## src/rtl/wave_pkg.sv

```systemverilog
// Shared definitions for the multi-channel tone generator:
// duty codes, channel state encoding and the high-time helper.
package wave_pkg;

   localparam logic [1:0] DUTY_50 = 2'b00;
   localparam logic [1:0] DUTY_25 = 2'b01;
   localparam logic [1:0] DUTY_12 = 2'b10;
   localparam logic [1:0] DUTY_75 = 2'b11;

   // Widest period the helper handles; callers narrow the result.
   localparam int MAX_W = 64;

   typedef enum logic {
      ST_IDLE = 1'b0,
      ST_RUN  = 1'b1
   } ch_state_e;

   // Clocks high per cycle for a given period and duty code.
   function automatic logic [MAX_W-1:0] high_time(
      input logic [MAX_W-1:0] p,
      input logic [1:0]       d
   );
      logic [MAX_W-1:0] h;
      case (d)
         DUTY_50: h = p >> 1;
         DUTY_25: h = p >> 2;
         DUTY_12: h = p >> 3;
         DUTY_75: h = p - (p >> 2);
         default: h = '0;
      endcase
      return h;
   endfunction

endpackage

```

## src/rtl/wave_channel.sv

```systemverilog
// One tone channel: cycle counter, shadowed period/duty, wave and tick.
// Ports: clk, rst, en, period, duty in; wave, tick out (registered).
module wave_channel
   import wave_pkg::*;
#(
   parameter int WIDTH = 32
) (
   input  logic             clk,
   input  logic             rst,
   input  logic             en,
   input  logic [WIDTH-1:0] period,
   input  logic [1:0]       duty,
   output logic             wave,
   output logic             tick
);

   localparam logic [WIDTH-1:0] ONE = WIDTH'(1);
   localparam logic [WIDTH-1:0] TWO = WIDTH'(2);

   ch_state_e        state_q, state_d;
   logic [WIDTH-1:0] cnt_q, cnt_d;
   logic [WIDTH-1:0] pa_q, pa_d;
   logic [1:0]       da_q, da_d;
   logic             wave_q, wave_d;
   logic             tick_q, tick_d;

   logic [WIDTH-1:0] h_new;
   logic [WIDTH-1:0] h_act;
   logic [WIDTH-1:0] cnt_inc;
   logic             new_ok;
   logic             last;

   assign h_new   = WIDTH'(high_time(MAX_W'(period), duty));
   assign h_act   = WIDTH'(high_time(MAX_W'(pa_q), da_q));
   assign cnt_inc = cnt_q + ONE;

   // Periods below 2 are silent even when the duty math says otherwise.
   assign new_ok = (period >= TWO) && (h_new != '0);

   // P_a of 0 behaves as 1: every cycle is a wrap.
   assign last = (pa_q < TWO) || (cnt_q == pa_q - ONE);

   always_comb begin
      state_d = state_q;
      cnt_d   = cnt_q;
      pa_d    = pa_q;
      da_d    = da_q;
      wave_d  = 1'b0;
      tick_d  = 1'b0;
      unique case (state_q)
         ST_IDLE: begin
            cnt_d = '0;
            if (en) begin
               state_d = ST_RUN;
               pa_d    = period;
               da_d    = duty;
               tick_d  = 1'b1;
               wave_d  = new_ok;
            end
         end
         ST_RUN: begin
            if (!en) begin
               state_d = ST_IDLE;
               cnt_d   = '0;
            end else if (last) begin
               cnt_d  = '0;
               pa_d   = period;
               da_d   = duty;
               tick_d = 1'b1;
               wave_d = new_ok;
            end else begin
               cnt_d  = cnt_inc;
               wave_d = (cnt_inc < h_act);
            end
         end
         default: begin
            state_d = ST_IDLE;
            cnt_d   = '0;
         end
      endcase
   end

   always_ff @(posedge clk or posedge rst) begin
      if (rst) begin
         state_q <= ST_IDLE;
         cnt_q   <= '0;
         pa_q    <= '0;
         da_q    <= 2'b00;
         wave_q  <= 1'b0;
         tick_q  <= 1'b0;
      end else begin
         state_q <= state_d;
         cnt_q   <= cnt_d;
         pa_q    <= pa_d;
         da_q    <= da_d;
         wave_q  <= wave_d;
         tick_q  <= tick_d;
      end
   end

   assign wave = wave_q;
   assign tick = tick_q;

endmodule

```

## src/rtl/multi_wave_generator.sv

```systemverilog
// CHANNELS independent square-wave tone channels plus a registered
// count of high channels. Ports: clk, rst, en, period, duty in;
// wave, tick, mix out.
module multi_wave_generator
   import wave_pkg::*;
#(
   parameter  int CHANNELS = 4,
   parameter  int WIDTH    = 32,
   localparam int MIXW     = $clog2(CHANNELS + 1)
) (
   input  logic                      clk,
   input  logic                      rst,
   input  logic [CHANNELS-1:0]       en,
   input  logic [CHANNELS*WIDTH-1:0] period,
   input  logic [CHANNELS*2-1:0]     duty,
   output logic [CHANNELS-1:0]       wave,
   output logic [CHANNELS-1:0]       tick,
   output logic [MIXW-1:0]           mix
);

   logic [MIXW-1:0] ones;

   for (genvar i = 0; i < CHANNELS; i++) begin : g_ch
      wave_channel #(
         .WIDTH (WIDTH)
      ) u_ch (
         .clk    (clk),
         .rst    (rst),
         .en     (en[i]),
         .period (period[i*WIDTH +: WIDTH]),
         .duty   (duty[2*i +: 2]),
         .wave   (wave[i]),
         .tick   (tick[i])
      );
   end

   always_comb begin
      ones = '0;
      for (int i = 0; i < CHANNELS; i++) begin
         ones = ones + MIXW'(wave[i]);
      end
   end

   // Counts the registered waves, so mix trails wave by one clock.
   always_ff @(posedge clk or posedge rst) begin
      if (rst) begin
         mix <= '0;
      end else begin
         mix <= ones;
      end
   end

endmodule

```

## config.mk

```make
export PLATFORM = sky130hd
export DESIGN_NAME = multi_wave_generator
export DESIGN_NICKNAME = d
export VERILOG_FILES = /design/src/rtl/wave_pkg.sv /design/src/rtl/wave_channel.sv /design/src/rtl/multi_wave_generator.sv
export SDC_FILE = /design/constraint.sdc
export NUM_CORES = 2
export LEC_CHECK = 0
export BUFFER_PORTS_ARGS = -buffer_cell sky130_fd_sc_hd__clkbuf_2
export CAP_MARGIN = 10
export CORE_MARGIN = 1
export CORE_UTILIZATION = 55
export CTS_BUF_LIST = sky130_fd_sc_hd__clkbuf_8 sky130_fd_sc_hd__clkbuf_16
export CTS_CLUSTER_SIZE = 40
export DETAILED_ROUTE_END_ITERATION = 10
export MAX_ROUTING_LAYER = met4
export PLACE_DENSITY_LB_ADDON = 0.15
export SETUP_SLACK_MARGIN = 0.4
export SLEW_MARGIN = 15
export SYNTH_ARGS = -nofsm -noshare
export SYNTH_HDL_FRONTEND = slang
export SYNTH_SLANG_ARGS = --single-unit
```

## constraint.sdc

```tcl
create_clock -name clk -period 13.07 [get_ports clk]
set_input_delay 3.921 -clock clk [delete_from_list [all_inputs] [get_ports clk]]
set_output_delay 3.921 -clock clk [all_outputs]
set_load 0.02 [all_outputs]
```

==> out/qor.yml <==
timing:
  fmax_mhz: 141
  final-setup-viol-count: 0
  min_period_over_period_pct: 54.4
  slew_headroom_pct: 23.6
  timing.setup.tns_ns: 0
  worstMarginPinSlew_ns: 1.15
  hold_violations: 0
  rsz0062_at_grt: "false"
  fin_hold_ws_ns: 0.573
  maxSlewViolCount: 0
  fin_crit_ns: 7.11
  finClkSkew_ns: 0.0190
yosys:
  synth_area_leaders: "dfrtp_1 19%, ha_1 13%, xnor2_1 7.0%, mux4_2 6.8%, inv_1 4.5%"
  synth_edf_count: 0
  syn-num-nets: 5057
  synth_common_cells: "438 x inv_1, 374 x ha_1, 308 x nand2_1"
  synth.most_common_cell: "inv_1"
  synthArstFlopShare_pct: 100
  ys_ff_latch: 279
  ys_types: 91
  yosys.area.top_type: "dfrtp_1"
  ys.flop_type: "dfrtp_1"
  synth_area_per_cell_sq_um: 8.05
  synth-seq-area-share_pct: 19.1
  syn_inst: 4532
  syn_area_sq_mm: 0.0365
  yosysTopAreaCellShare_pct: 19.1
  yosysWarnings: 0
critical_path:
  worstPathArrival_ns: 7.53
  crit_required_ns: 13.49
  cp_max_fo: 4
  cpPeakStageDelay_ns: 0.51
  path_class: "in2reg"
  worstSetupStartpointType: "input pin"
  crit_chain: "clkbuf_2 > inv_1 > ha_1 > inv_1 > fa_1 > a211oi_1 > o21ai_0 > a21boi_0 > or4_1 > a211oi_1 > nor3_1 > o31ai_1 > xnor2_1 > or4_1 > nor4_1 > o22ai_2"
  cp_slowest_cell: "or4_1"
  cp-end-kind: "flip-flop"
die:
  fp.dieH_um: 260
  core-area_sq_mm: 0.0657
  pin_count: 153
  die_w_um: 260
  rows: 94
  start_util_pct: 55.5
  die_area_sq_mm: 0.0674
grt:
  grt_pass1_vias: 31300
  grt_pass1_wl_mm: 163
  grt_usage_pct: 30.3
  met2_usage_pct: 46.9
  grt_overflow: 0
  antenna_found_initial: 0
  grt_max_degree: 88
  use_met1_pct: 42.4
  grt_busiest_layer: "met2"
  grt_use_met3_pct: 2.45
drt:
  wl_mm: 101
  antenna_left: 0
  first_iter_violations: 2211
  dr_total_vias: 33500
  via_per_inst: 6.17
  wire_per_inst_um: 18.5
  drc: 0
  drtPass1Iterations: 6
cts:
  cts_hold_buf: 0
  clock-sinks: 279
  htree_levels: 2
  cts_tree: "yes"
  clkLatencyLatePin_ns: 0.56
  path_clk_slew_ns: 0.06
  cts_buffers: 36
  cts_resized: 0
  cts-root-buf: "clkbuf_16"
  postCtsSetupRepairBufs: 0
  cts_buffer_depth: 3
placement:
  dp_hpwl_mm: 79.7
  place.port_buffers: 152
  gp_congestion: 0.977
pwr:
  power.density_mw_per_mm2: 106
  power_leakage_nw: 18.4
  ir_worst_vdd_uv: 80.6
status:
  status: "finished clean"
worst_hold_path:
  hold_class: "reg2reg"
run:
  cap_violations: 0
finish:
  syn2layout_area_growth_pct: 6.40
  n_antenna_cell: 0
  final_nets: 5070
  drive_gt1_share_pct: 8.99
[state kept, by name, indices dropped and copies added, names as in the netlist]
register	cells
g_ch.u_ch.tick	4
g_ch.u_ch.cnt_q	128
g_ch.u_ch.pa_q	128
g_ch.u_ch.da_q	8
mix	3
g_ch.u_ch.wave	4
g_ch.u_ch.state_q	4
[cells by family (layout without fill, tap and decap cells)]
family / count (synthesis) / after routing / share of synthesized area [%]
simple gates: 1508 / 1508 / 21.6
compound gates: 1099 / 1099 / 19.6
buf+inv: 633 / 672 / 6.68
xor+xnor: 442 / 442 / 10.6
fa+ha+maj: 383 / 383 / 13.3
flops: 279 / 279 / 19.1
mux: 188 / 188 / 9.01
[cell type report]
cell class / instances / area [sq um]
multi-input cells: 3620 / 27100
inverters: 438 / 1650
well taps: 864 / 1080
clock inverters: 23 / 150
repair buffers: 170 / 896
flip-flops and latches: 279 / 6990
clock buffers: 41 / 981
fillers: 6091 / 26900
[critical path, delay by kind of cell]
| kind | cells | cell delay (ns) |
|---|---|---|
| and+or+nand+nor | 4 | 1.36 |
| AOI/OAI and AO/OA | 6 | 1.31 |
| adders and majority gates | 2 | 0.57 |
| buffers and inverters | 3 | 0.20 |
| xor gates and xnor gates | 1 | 0.16 |
[power breakdown]
part,total (mW),internal [mW],switching [mW]
Clock,0.969,0.557,0.411
Sequential,1.10,0.924,0.174
Combinational,2.05,0.935,1.11
[stage by stage]
stage | std cells | setup WS [ns] | util, % | cell area, sq um | total power [mW]
final | 5435 | 5.96 | 59.0 | 38800 | 4.11
after floorplan | 4532 | 1.46 | - | 36500 | 2.67
after CTS | 5435 | 6.03 | 59.0 | 38800 | 4.12
after global routing | 5435 | 5.66 | 59.0 | 38800 | 4.41
after detailed placement | 5371 | 5.43 | 57.3 | 37700 | 3.13
after global placement | 5371 | 5.54 | 57.3 | 37700 | 3.10
[cell usage in the layout (no fill, tap or decap), drive strengths merged, types with 26 or more instances in the layout]
cell type,instances
a211oi,35
a21o,135
a21oi,241
a31oi,44
and3,161
clkbuf,193
dfrtp,279
ha,374
inv,450
mux2i,54
mux4,110
nand2,308
nand2b,52
nand3,158
nand4,106
nor2,259
nor2b,80
nor3,137
nor4,77
o211ai,28
o21a,46
o21ai,290
o21bai,29
o31ai,26
or4,27
xnor2,293
xor2,149
[per-layer routing]
| metal | part of all wire (%) | up-vias |
|---|---|---|
| met5 | 0 | - |
| met4 | 2.6 | 0 |
| met3 | 4.6 | 141 |
| met2 | 45 | 850 |
| met1 | 48 | 16000 |
| li1 | - | 16600 |
[path summary, 6_finish.rpt]
path	slack, ns	end	cells past startpoint	from
max	5.96	g_ch[3].u_ch.wave	16	period[96]
min	0.57	g_ch[1].u_ch.cnt_q[0]	1	g_ch[1].u_ch.cnt_q[0]
max reg2reg	6.92	g_ch[2].u_ch.wave	25	g_ch[2].u_ch.pa_q[2]
min reg2reg	0.57	g_ch[1].u_ch.cnt_q[0]	1	g_ch[1].u_ch.cnt_q[0]
max in group asynchronous	8.24	g_ch[1].u_ch.pa_q[22]	3	rst
min in group asynchronous	3.45	g_ch[2].u_ch.cnt_q[2]	2	rst
Power figures use the tool's default switching activity.
